File: src/rtl/dma_pkg.sv
// Shared types and helpers for the DMA burst writer.
// Holds the FSM encoding and the burst-length minimum.
package dma_pkg;

  typedef enum logic [1:0] {
    IDLE,
    CALC,
    XFER,
    DONE
  } state_e;

  localparam int MAX_BURST_DEF = 8;
  localparam int BURST_WD = $clog2(MAX_BURST_DEF) + 1;

  function automatic int unsigned burst_min(
    input int unsigned rem,
    input int unsigned room
  );
    return (rem < room) ? rem : room;
  endfunction

endpackage

File: src/rtl/dma_burst_calc.sv
// Burst length for the next burst: limited by remaining beats
// and by the distance to the next MAX_BURST-aligned boundary.
module dma_burst_calc
  import dma_pkg::*;
#(
  parameter int ADDR_WD   = 16,
  parameter int LEN_WD    = 12,
  parameter int MAX_BURST = 8,
  parameter int BW        = $clog2(MAX_BURST) + 1
) (
  input  logic [ADDR_WD-1:0] cur_addr,
  input  logic [LEN_WD-1:0]  remaining,
  output logic [BW-1:0]      burst_len
);

  localparam int OW = $clog2(MAX_BURST);

  logic [OW-1:0] offs;
  logic [BW-1:0] room;

  assign offs = cur_addr[OW-1:0];
  assign room = BW'(MAX_BURST) - BW'(offs);
  assign burst_len =
    BW'(burst_min(32'(remaining), 32'(room)));

endmodule

File: src/rtl/dma_burst_writer.sv
// Drains the stream FIFO into boundary-safe write bursts,
// one descriptor at a time.
module dma_burst_writer
  import dma_pkg::*;
#(
  parameter int DATA_WD   = 32,
  parameter int ADDR_WD   = 16,
  parameter int LEN_WD    = 12,
  parameter int MAX_BURST = 8
) (
  input  logic               clk,
  input  logic               rstn,
  input  logic               desc_valid,
  output logic               desc_ready,
  input  logic [ADDR_WD-1:0] desc_addr,
  input  logic [LEN_WD-1:0]  desc_len,
  input  logic               s_valid,
  output logic               s_ready,
  input  logic [DATA_WD-1:0] s_data,
  output logic               wr_valid,
  input  logic               wr_ready,
  output logic [ADDR_WD-1:0] wr_addr,
  output logic [DATA_WD-1:0] wr_data,
  output logic               wr_last,
  output logic               busy,
  output logic               done
);

  localparam int BW = $clog2(MAX_BURST) + 1;

  state_e             state_q, state_d;
  logic [ADDR_WD-1:0] cur_addr_q, cur_addr_d;
  logic [LEN_WD-1:0]  remaining_q, remaining_d;
  logic [BW-1:0]      beat_cnt_q, beat_cnt_d;
  logic [BW-1:0]      burst_len;

  dma_burst_calc #(
    .ADDR_WD   (ADDR_WD),
    .LEN_WD    (LEN_WD),
    .MAX_BURST (MAX_BURST),
    .BW        (BW)
  ) u_calc (
    .cur_addr  (cur_addr_q),
    .remaining (remaining_q),
    .burst_len (burst_len)
  );

  always_ff @(posedge clk or negedge rstn) begin
    if (!rstn) begin
      state_q     <= IDLE;
      cur_addr_q  <= '0;
      remaining_q <= '0;
      beat_cnt_q  <= '0;
    end else begin
      state_q     <= state_d;
      cur_addr_q  <= cur_addr_d;
      remaining_q <= remaining_d;
      beat_cnt_q  <= beat_cnt_d;
    end
  end

  always_comb begin
    state_d     = state_q;
    cur_addr_d  = cur_addr_q;
    remaining_d = remaining_q;
    beat_cnt_d  = beat_cnt_q;
    desc_ready  = 1'b0;
    wr_valid    = 1'b0;
    s_ready     = 1'b0;
    wr_last     = 1'b0;
    done        = 1'b0;
    wr_addr     = cur_addr_q;
    wr_data     = s_data;
    busy        = (state_q != IDLE);
    unique case (state_q)
      IDLE: begin
        desc_ready = 1'b1;
        if (desc_valid) begin
          cur_addr_d  = desc_addr;
          remaining_d = desc_len;
          state_d = (desc_len != '0) ? CALC : DONE;
        end
      end
      CALC: begin
        beat_cnt_d = burst_len;
        state_d    = XFER;
      end
      XFER: begin
        wr_valid = s_valid;
        s_ready  = wr_ready;
        wr_last  = (beat_cnt_q == BW'(1));
        // A beat moves only when both sides agree
        if (s_valid && wr_ready) begin
          cur_addr_d  = cur_addr_q + ADDR_WD'(1);
          remaining_d = remaining_q - LEN_WD'(1);
          beat_cnt_d  = beat_cnt_q - BW'(1);
          if (wr_last) begin
            state_d = (remaining_q == LEN_WD'(1))
                    ? DONE : CALC;
          end
        end
      end
      DONE: begin
        done    = 1'b1;
        state_d = IDLE;
      end
      default: state_d = IDLE;
    endcase
  end

endmodule

File: config.mk
export PLATFORM = sky130hd
export DESIGN_NAME = dma_burst_writer
export DESIGN_NICKNAME = d
export VERILOG_FILES = /design/src/rtl/dma_pkg.sv /design/src/rtl/dma_burst_calc.sv /design/src/rtl/dma_burst_writer.sv
export SDC_FILE = /design/constraint.sdc
export NUM_CORES = 1
export LEC_CHECK = 0
export CAP_MARGIN = 30
export CORE_UTILIZATION = 30
export CTS_CLUSTER_SIZE = 20
export DETAILED_ROUTE_END_ITERATION = 10
export PLACE_DENSITY = 0.67
export SLEW_MARGIN = 25
export SYNTH_ARGS = -nofsm -noshare
export SYNTH_HDL_FRONTEND = slang
export SYNTH_HIERARCHICAL = 1
export SYNTH_SLANG_ARGS = --single-unit
File: constraint.sdc
create_clock -name clk -period 2.45 [get_ports clk]
set_input_delay 0.6125 -clock clk [delete_from_list [all_inputs] [get_ports clk]]
set_output_delay 0.6125 -clock clk [all_outputs]
set_load 0.01 [all_outputs]
After elaboration in Yosys (flattened, before gate mapping)
Index checks and enable logic that the tools add are counted.
- reduce and logical (&&, ||, !) cells: 9
- eq/ne operators: 8
- $lt $le $gt $ge: 1
- multiplexer cells: 20
- $add $sub $neg: 4
- operators with widths (cell ; number):
    $mux 16 ; 2
    $pmux 16 s2 ; 1
    $mux 12 ; 2
    $pmux 12 s2 ; 1
    $add 16x1->16 const B ; 1
    $eq 12x1->1 const B ; 1
    $lt 12x4->1 ; 1
    $reduce_bool 12->1 ; 1
    $sub 12x1->12 const B ; 1
    $mux 2 ; 5
    $mux 4 ; 2
    $pmux 2 s4 ; 1
    $pmux 4 s2 ; 1
    $ne 2x2->1 const B ; 3
    $reduce_and 3->1 ; 2
    $reduce_bool 2->1 ; 3
    $mux 1 ; 5
    $eq 2x2->1 const B ; 2
    $eq 4x1->1 const B ; 1
    $sub 4x1->4 const B ; 1
    $sub 4x3->4 const A ; 1
    $eq 2x1->1 const B ; 1
    $logic_not 2->1 ; 1
    $reduce_and 2->1 ; 1
    $logic_and 1x1->1 ; 1
- input bits: 65
- output and inout bits: 54
- register bits after elaboration: 34

Depth between registers and ports, before layout
Gate-level depths: netlist of the first run.
- word-level depth: 5
- gate-level depth with buffers: 10
- mapped depth without buffers: 10

Cells and area by module
Netlist of the first run, hierarchy kept.
- by module, submodules not included (module ; seq. area each (µm²) ; area an instance (µm²) ; times used ; cells each):
    dma_burst_writer ; 850.8 ; 2474.9 ; 1 ; 300
    dma_burst_calc ; 0.0 ; 181.4 ; 1 ; 22

Worst setup path after synthesis of the first run
OpenSTA, ideal clock, no wires.
- kind: register -> register
- start point: reg cur_addr_q[2] (netlist: wr_addr[2])
- end point: reg beat_cnt_q[1]
- buffers on the path: 0
- arrival time: 2.133 ns
- stages on the path, launching flop included: 9
- path slack: 0.181 ns
- setup time: 0.136 ns
- clock period less this slack: 2.269 ns
- cells stage by stage: dfrtp_1 or3_1 ha_1 a211oi_1 o2111ai_2 mux2_2 nand2_1 o211a_1 a21oi_1
- longest elaborated chain between the ends: 4
- ends and longest elaborated chain (element ; RTL line ; RTL):
    from (decl) ; dma_burst_writer.sv:32 ; logic [ADDR_WD-1:0] cur_addr_q, cur_addr_d;
    from (signal assigned) ; dma_burst_writer.sv:56 ; cur_addr_q <= cur_addr_d;
    $sub 4x3->4 ; dma_burst_calc.sv:22 ; assign room = BW'(MAX_BURST) - BW'(offs);
    $lt 12x4->1 ; dma_pkg.sv:19 ; return (rem < room) ? rem : room;
    $mux 4 ; dma_pkg.sv:19 ;
    net burst_len[1] ; dma_burst_writer.sv:35 ; logic [BW-1:0] burst_len;
    $pmux 4 s2 ; dma_burst_writer.sv:75 ; unique case (state_q)
    to (signal assigned) ; dma_burst_writer.sv:58 ; beat_cnt_q <= beat_cnt_d;
    to (decl) ; dma_burst_writer.sv:34 ; logic [BW-1:0] beat_cnt_q, beat_cnt_d;
The timed path passes the listed nets, and every way through them passes these cells.
A chain may end at the register's enable or synchronous reset.

Worst setup path after layout of the first run
- start point: reg cur_addr_q[1] (netlist: wr_addr[1])
- end point: reg beat_cnt_q[0]
The elaborated chain is that of the path after synthesis.

==> results of run 1 <==
-- cells by family (layout without fill, tap and decap cells) --
| family | after synthesis | in the layout | share of synthesized area [%] |
|---|---|---|---|
| AOI/OAI and AO/OA | 96 | 96 | 23.41 |
| DFF | 34 | 34 | 32.03 |
| buffers and inverters | 63 | 98 | 13.80 |
| xor gates and xnor gates | 3 | 3 | 0.9893 |
| adders and majority gates | 9 | 9 | 4.239 |
| and+or+nand+nor | 111 | 111 | 23.17 |
| muxes | 6 | 6 | 2.355 |
-- worst min-delay path, stage by stage (launching register included) --
cell	delay, ns
dfrtp_1	0.41
nand2_1	0.07
a21oi_1	0.05
-- power by group --
part           switching (W)  total (W)  leakage (nW)  internal (W)
Clock               0.000240   0.000649        0.0683      0.000408
Sequential          0.000442    0.00128         0.387      0.000839
Combinational        0.00129    0.00245         0.867       0.00116
-- cell usage after synthesis (5+ instances only) --
library cell	instances
a21oi_1	36
buf_4	32
clkbuf_1	13
dfrtp_1	34
ha_1	9
inv_1	14
nand2_1	22
nand3_1	13
nor2_1	17
nor2b_1	6
nor3_1	8
nor4_1	11
o21ai_0	14
o22ai_1	9
or3_1	5
-- per-layer routing --
layer	global-route usage [%]	up-vias
met3	3.870	21
met4	7.711	0
met5	0	-
met2	27.36	98
met1	25.34	1244
li1	-	1227
-- state kept, by name, summed over array words and instances, names as in the netlist --
| name | count |
|---|---|
| state_q | 2 |
| wr_addr | 16 |
| beat_cnt_q | 4 |
| remaining_q | 12 |
-- worst paths after layout --
path | cells past startpoint | slack [ns] | end | start
min in group asynchronous | 2 | 0.73 | beat_cnt_q[0] | rstn
setup reg to reg | 7 | 0.08 | beat_cnt_q[0] | wr_addr[1]
hold reg to reg | 2 | 0.57 | wr_addr[11] | wr_addr[11]
hold / removal | 2 | 0.57 | wr_addr[11] | wr_addr[11]
setup / recovery | 7 | 0.08 | beat_cnt_q[0] | wr_addr[1]
max in group asynchronous | 2 | 1.38 | remaining_q[11] | rstn
-- what timing repair did --
action                                  4_1_cts  5_1_grt
hold endpoints to repair                      0        0
setup buffers                                 1        1
cloned                                        0        0
endpoints found under the setup margin        2        4
resized for setup                             1        3
pin swaps                                     1        0
-- stage by stage --
stage	hold WS, ns	setup TNS [ns]	utilization (%)
detailed placement	0.5595	0	37.95
CTS	0.5746	0	39.66
floorplan	0.3169	0	-
global placement	0.5445	0	37.95
finish	0.5725	0	39.77
global route	0.6092	-0.002250	39.77
-- final cells by class --
type                       count  area (µm²)
clock buffer                   5       68.82
clock inverter                 3       68.82
fill                         857        5049
inverter                      14       52.55
multi-input combinational    225        1448
sequential                    34       850.8
tap                          105       131.4
timing repair buffer          76       713.2
==> summary.txt, run 1 <==
Floorplan
  • Num ports: 119
  • Chip Width: 96.10 µm
  • Die ar.: 9234 µm²
  • Core Area: 8382 µm²
  • Row count: 33
  • Initial core utilization: 31.69%
  • Vert. Die Dim: 96.10 µm

Route
  • Routed vias/inst: 5.606
  • Drt wl/cell: 17.14 µm
  • Metal2 WL: 3.585 mm
  • DR top layer: met4
  • Post-Route M1 WL: 3.598 mm
  • Routed Wire Length: 7.918 mm
  • Initial drt markers: 181
  • Met3 routed WL: 537 µm
  • DR vias: 2590
  • Residual DRC count: 0
  • ANT nets after route: 0
  • Number of detailed-route iterations in the first pass: 4

Critical path
  • Crit path DAT: 2.56 ns
  • Family with the most delay on the worst path: compound AO/OA/AOI/OAI gates
  • Kind of end point of the critical path: flip-flop
  • Buf+Inv Stages, Crit Path: 0
  • Crit-path slowest cell: or3_1
  • Startpoint types: flip-flop
  • Critical path fanouts, max: 4
  • Crit Path Category: reg -> reg
  • Worst EP required: 2.64 ns
  • CP Cell Sequence: or3_1 -> ha_1 -> a211oi_2 -> o2111ai_2 -> mux2_2 -> nor2b_1 -> a311oi_1
  • Critical Path Max Stage Delay: 0.42 ns

Final layout
  • Fin nets: 430
  • Area delta synth->final: 25.48%
  • Final Non-Filler Cells: 462
  • Most common cell after layout, fill and taps aside: clkdlybuf4s50_1
  • Layout cell share with drive strength beyond 1: 12.04%
  • Most frequent cells in the layout: 53 x clkdlybuf4s50_1, 35 x a21oi_1, 34 x dfrtp_1
  • Finished Cell Area: 3333 µm²
  • Ant diodes: 0

Clocking
  • CTS tree: yes
  • Cts hold-fix bufs: 0
  • Reg clk slew, reported paths: 0.08 ns
  • H-tree lvl count: 2
  • CTS Sinks: 34
  • Clock latency on the worst-skew pair: 0.30 ns
  • Total CTS buffers: 5
  • Root Driver: clkbuf_8
  • CTS max path bufs: 2

Timing
  • Endpoints failing hold: 0
  • Max Clock Skew: 0.006445 ns
  • Fmax achieved: 0.4212 GHz
  • Crit path time final: 2.374 ns
  • Final worst slack: 0.07571 ns
  • Final period utilization: 96.91%
  • Slew Limit Headroom: 52.10%
  • Final setup viols: 0
  • Final count of pins violating max slew: 0
  • Slew at the pin closest to its max-slew limit: 0.7120 ns

Flow run
  • Max-Cap Viols: 0

Pwr
  • Final Total Pwr: 0.004381 W
  • Leakage: 1.323 nW
  • VDD IR max: 423.3 µV
  • Power Density: 1314 nW/µm²

Logic synthesis
  • Area contributors post-synth: dfrtp_1 32%, buf_4 9.0%, a21oi_1 6.8%
  • Synth Cell Area: 2656 µm²
  • Ys Warns: 6
  • Distinct cell type count after synthesis: 55
  • Post-synthesis area per instance: 8.249 µm²
  • Post-synth ARST share: 100.0%
  • Ys flop type: dfrtp_1
  • Mapped Cells: 322
  • Number of synthesized flops with an enable pin: 0
  • Sequential area share after synthesis: 32.03%
  • Mapped Nets: 396
  • Synth top area share: 32.03%
  • FF+latch count, synth: 34
  • Largest area contributor in the netlist: dfrtp_1

Placed design
  • DP HPWL: 5.741 mm
  • Buffers on Ports: 54
  • GPL Wtd Cong: 0.8830
  • Placement Cell Area: 3181 µm²
  • Cell count after placement: 452
  • Worst slack, placed: 0.03175 ns

GRT
  • GRT Util Overall: 18.30%
  • Initial antenna violation count: 0
  • Pin count of the biggest net entering global routing: 35
  • Gr ovfl total: 0
  • Vias in the first global route: 2463
  • First-pass GRT wire length: 12.72 mm

Hold path
  • Worst min path class: reg -> reg

Run status
  • Status: complete, no violations
(Power assumes the default switching activity.)
==> inputs of run 2 (changes only) <==
ABC_CLOCK_PERIOD_IN_PS = 2450   (was unset)
CORE_UTILIZATION = 43   (was 30)
PLACE_DENSITY = 0.88   (was 0.67)
==> summary.txt, run 2 (same netlist as run 1, synthesis figures left out) <==
Route
  • Routed vias/inst: 6.303 (+12%)
  • Met3 routed WL: 564 µm (+5.0%)
  • Post-Route M1 WL: 3.275 mm (-9.0%)
  • Residual DRC count: 0 (unchanged)
  • Initial drt markers: 290 (+60%)
  • Number of detailed-route iterations in the first pass: 5 (+1)
  • Drt wl/cell: 17.65 µm (+3.0%)
  • DR vias: 2685 (+3.7%)
  • DR top layer: met4
  • ANT nets after route: 0 (unchanged)
  • Metal2 WL: 3.539 mm (-1.3%)
  • Routed Wire Length: 7.518 mm (-5.1%)

Final layout
  • Most frequent cells in the layout: 53 x clkdlybuf4s50_1, 35 x a21oi_1, 33 x dfrtp_1
  • Area delta synth->final: 20.49%
  • Max reg flops: 16 (unchanged)
  • Final Non-Filler Cells: 426 (-7.8%)
  • Most common cell after layout, fill and taps aside: clkdlybuf4s50_1
  • Ant diodes: 0 (unchanged)
  • Fin nets: 425 (-1.2%)
  • Layout cell share with drive strength beyond 1: 9.972% (-2.1 points)

Timing
  • Endpoints failing hold: 0 (unchanged)
  • Final count of pins violating max slew: 0 (unchanged)
  • Slew at the pin closest to its max-slew limit: 0.7051 ns (-0.006828 ns)
  • Final setup viols: 0 (unchanged)
  • Final period utilization: 97.57% (+0.66 points)
  • Max Clock Skew: 0.003041 ns (-0.003404 ns)
  • RSZ-0062 raised after global routing: no
  • Setup_tns: 0 ns (unchanged)
  • Fmax achieved: 0.4183 GHz (-0.67%)
  • Slew Limit Headroom: 52.56% (+0.46 points)
  • Crit path time final: 2.390 ns (+0.01612 ns)

Run status
  • Status: complete, no violations

Clocking
  • CTS max path bufs: 2 (unchanged)
  • Cts hold-fix bufs: 0 (unchanged)
  • Total CTS buffers: 5 (unchanged)
  • H-tree lvl count: 2 (unchanged)
  • Reg clk slew, reported paths: 0.07 ns (about the same)
  • Root Driver: clkbuf_8
  • CTS tree: yes
  • CTS Sinks: 34 (unchanged)
  • Clock latency on the worst-skew pair: 0.29 ns (about the same)

GRT
  • Vias in the first global route: 2506 (+1.7%)
  • Pin count of the biggest net entering global routing: 38 (+8.6%)
  • Initial antenna violation count: 0 (unchanged)
  • Gr ovfl total: 0 (unchanged)
  • GRT Util Overall: 23.83% (+5.5 points)
  • First-pass GRT wire length: 11.79 mm (-7.3%)

Critical path
  • Reg2Reg Launch Point: wr_addr[0]
  • Crit Path Category: reg -> reg
  • CP Cell Sequence: or3_1 -> ha_1 -> a211oi_2 -> o2111ai_4 -> mux2_2 -> nand2_1 -> o211a_1 -> a21oi_1
  • Worst EP required: 2.60 ns (-0.04 ns)
  • Startpoint types: flip-flop
  • Register-to-register setup slack: 0.06 ns (-0.02 ns)
  • Reg2Reg Depth: 8 (+1)
  • Worst reg2reg endpoint: beat_cnt_q[1]
  • Critical path fanouts, max: 5 (+1)
  • Critical Path Max Stage Delay: 0.43 ns (about the same)
  • Kind of end point of the critical path: flip-flop
  • Crit path DAT: 2.54 ns (-0.02 ns)
  • Worst setup startpoint: wr_addr[0]
  • Crit-path slowest cell: dfrtp_1
  • Worst setup endpoint: beat_cnt_q[1]

Floorplan
  • Chip Width: 80.60 µm (-16%)
  • Die ar.: 6496 µm² (-30%)
  • Vert. Die Dim: 80.60 µm (-16%)
  • Num ports: 119 (unchanged)
  • Row count: 28 (-15%)
  • Initial core utilization: 44.60% (+13 points)
  • Core Area: 5956 µm² (-29%)

Placed design
  • Buffers on Ports: 54 (unchanged)
  • DP HPWL: 5.340 mm (-7.0%)
  • Cell count after placement: 419 (-7.3%)
  • GPL Wtd Cong: 0.8571 (-2.9%)

Pwr
  • VDD IR max: 619.0 µV (+46%)
  • Power Density: 1282 nW/µm² (-2.4%)
  • Leakage: 1.268 nW (-4.1%)

Hold path
  • Worst min path class: reg -> reg

Flow run
  • Max-Cap Viols: 0 (unchanged)
run 2: cell count changes in the layout (fill, tap and decap cells not counted), sizes merged:
cell,before,now
clkinv,1,0
clkbuf,6,7
buf,22,17
bufinv,2,0
dlygate4sd2,0,1
run 2: where the power goes:
part / leakage [nW] / switching (W) / internal [W] / total, W
Sequential: 0.386 / 0.000461 / 0.000841 / 0.00130
Combinational: 0.844 / 0.00129 / 0.00112 / 0.00241
Clock: 0.0383 / 0.000196 / 0.000196 / 0.000392
Total: 1.27 / 0.00195 / 0.00216 / 0.00410
run 2: worst min path at each step:
stage	start	to	cells after the start
floorplan	rstn	beat_cnt_q[0]	0
global placement	beat_cnt_q[0]	beat_cnt_q[0]	1
detailed placement	beat_cnt_q[0]	beat_cnt_q[0]	1
CTS	beat_cnt_q[0]	beat_cnt_q[0]	1
global route	wr_addr[11]	wr_addr[11]	2
finish	beat_cnt_q[0]	beat_cnt_q[0]	1
run 2: metrics by stage:
step                cell area [µm²]  hold WS (ns)  utilization (%)  setup WS, ns  total power [W]
floorplan                      2656        0.3169                -        0.1815         0.002707
global placement               3108        0.5303            52.18        0.1129         0.003512
detailed placement             3108        0.5439            52.18       0.05992         0.003609
CTS                            3183        0.5504            53.45       0.06906         0.004010
global route                   3201        0.5942            53.74      0.001636         0.004401
finish                         3201        0.5573            53.74       0.05959         0.004104
run 2: critical path, delay by kind of cell, from the launching register on:
kind / cells / cell delay [ns]
AOI/OAI and AO/OA: 4 / 0.72
adders and majority gates: 1 / 0.34
DFF: 1 / 0.43
muxes: 1 / 0.32
and+or+nand+nor: 2 / 0.45
run 2: routing by layer:
metal	vias to the layer above	GRT usage [%]
met5	-	0
met4	0	7.500
met3	25	6.136
met2	128	38.64
met1	1317	30.74
li1	1215	-
run 2: timing repair:
item / in CTS / in global routing
endpoints found under the setup margin: 1 / 5
hold endpoints to repair: 0 / 0
cloned: 0 / 0
gates resized for setup: 1 / 3
buffers inserted: 0 / 0
run 2: cell type report:
| type | count | area, µm² |
|---|---|---|
| fill | 571 | 2755 |
| sequential | 34 | 852.1 |
| multi-input combinational | 225 | 1459 |
| inverter | 14 | 52.55 |
| tap | 75 | 93.84 |
| timing repair buffer | 71 | 666.9 |
| clock buffer | 7 | 76.32 |
==> patch: new RTL, config.mk and constraints of run 2 <==
Change the parameter `DATA_WD` from 32 to 48.
--- a/src/rtl/dma_burst_writer.sv
+++ b/src/rtl/dma_burst_writer.sv
@@ -3,7 +3,7 @@
 module dma_burst_writer
   import dma_pkg::*;
 #(
-  parameter int DATA_WD   = 32,
+  parameter int DATA_WD   = 48,
   parameter int ADDR_WD   = 16,
   parameter int LEN_WD    = 12,
   parameter int MAX_BURST = 8
Ports: changed (resized s_data and wr_data); port bits go from 119 to 151. No check against the original RTL was run, so the function may have changed too.
==> patch against run 2 <==
Wire length up 0.13%. Total power up 0.36%. Synthesized area up 4.5%. Utilization down 0.75 points. Cell area up 0.35%. Worst hold slack better by 0.0035 ns. Worst setup slack better by 0.0028 ns. Count of clock-buffer cells in the layout unchanged. Sequential cell count unchanged. Critical endpoint is now wr_valid. Largest power group unchanged. Highest routed layer unchanged.
==> patch: results (changes against run 2) <==
INFO  metric syn_nets = 428 (was 396)
INFO  metric placement.setup.worst_slack = 0.02028 ns (was 0.05992 ns)
INFO  metric synth.area.top_cells = dfrtp_1 (31%), buf_4 (13%), a21oi_1 (6.5%) (was dfrtp_1 (32%), buf_4 (9.0%), a21oi_1 (6.8%))
INFO  metric cpMaxStageDelayCell = clkdlybuf4s50_1 (was dfrtp_1)
INFO  metric irDropWorstVdd = 0.6876 mV (was 0.6190 mV)
INFO  metric placedCellCount = 421 (was 419)
INFO  metric power.density = 1282 mW/mm2 (about the same)
INFO  metric clockPowerShare = 10.8% (was 9.6%)
INFO  metric synth_fa_ha_area_share = 4.056% (was 4.239%)
INFO  metric leakagePower = 1.301 nW (was 1.268 nW)
INFO  metric synth.mux.area_fraction = 2.253% (was 2.355%)
INFO  metric wire_per_inst = 17.55 um (was 17.65 um)
INFO  metric detailedPlacementHpwl = 5495 um (was 5340 um)
INFO  metric track_usage = 23.81% (was 23.83%)
INFO  metric syn_area_per_cell = 8.214 um2 (was 8.249 um2)
INFO  metric timing_worst_slew_pin_value = 0.7688 ns (was 0.7051 ns)
INFO  metric maximum_number_of_pins_on_one_net_before_global_route_repair = 35 (was 38)
INFO  metric vias_per_cell = 6.221 (was 6.303)
INFO  metric synth_compound_area_share = 22.40% (was 23.41%)
INFO  metric grt_pass1_wl = 12190 um (was 11790 um)
INFO  metric outcome = finished, final reports clean (unchanged)
INFO  metric route.final.wire_length = 7528 um (was 7518 um)
INFO  metric critPathArrivalTime = 1.78 ns (was 2.54 ns)
INFO  metric yosys.area_share.xor_xnor = 0.9464% (was 0.9892%)
INFO  metric number_of_global_route_vias_before_repair = 2519 (was 2506)
INFO  metric fin_skew = 0.004860 ns (was 0.003041 ns)
INFO  metric power.net_switching = 1.919 mW (was 1.945 mW)
INFO  metric fraction_of_layout_cells_with_a_size_suffix_above_1 = 10.73% (was 9.972%)
INFO  metric number_of_nets_at_the_end_of_the_flow = 443 (was 425)
INFO  metric ys_seq_area_share = 30.64% (was 32.03%)
INFO  metric worst_path_dominant_cell_family = buffers and inverters (was compound AO/OA/AOI/OAI gates)
INFO  metric worst-path-max-fanout = 3 (was 5)
INFO  metric ys_top_cells_by_count = buf_4 (48), a21oi_1 (36), dfrtp_1 (34), nand2_1 (22), nor2_1 (17) (was a21oi_1 (36), dfrtp_1 (34), buf_4 (32), nand2_1 (22), nor2_1 (17))
INFO  metric cap_violations = 0 (unchanged)
INFO  metric timing.critical_path.slowest_cell_delay = 0.52 ns (was 0.43 ns)
INFO  metric total_cell_area_at_the_placement_stage = 0.003123 mm2 (was 0.003108 mm2)
INFO  metric first_iter_violations = 217 (was 290)
patch: final cells by class:
type	instances	area [um2]
clock buffers	7	86.33
well taps	75	93.84
inverters	14	52.55
fillers	532	2849
clock inverters	1	5.005
multi-input cells	225	1443
repair buffers	73	680.7
flip-flops and latches	34	850.8
patch: worst paths after layout:
kind,start,endpoint,slack [ns]
min in group asynchronous,rstn,remaining_q[10],0.74
max in group asynchronous,rstn,remaining_q[7],1.36
worst min register to register,beat_cnt_q[0],beat_cnt_q[0],0.56
worst max-delay path,s_valid,wr_valid,0.06
worst min-delay path,beat_cnt_q[0],beat_cnt_q[0],0.56
worst max register to register,wr_addr[1],beat_cnt_q[1],0.10
patch: layer usage:
layer	vias to the layer above	track usage, %	wire length, um
met5	-	0	0
met4	0	10.00	112
met3	14	5.275	706
met2	161	37.36	3486
met1	1268	31.46	3223
li1	1226	-	-
patch: repair_timing:
action / CTS / global route
pin swaps: 0 / 1
cloned: 0 / 0
endpoints found under the setup margin: 1 / 3
hold buffers: 0 / 0
resized for setup: 1 / 3
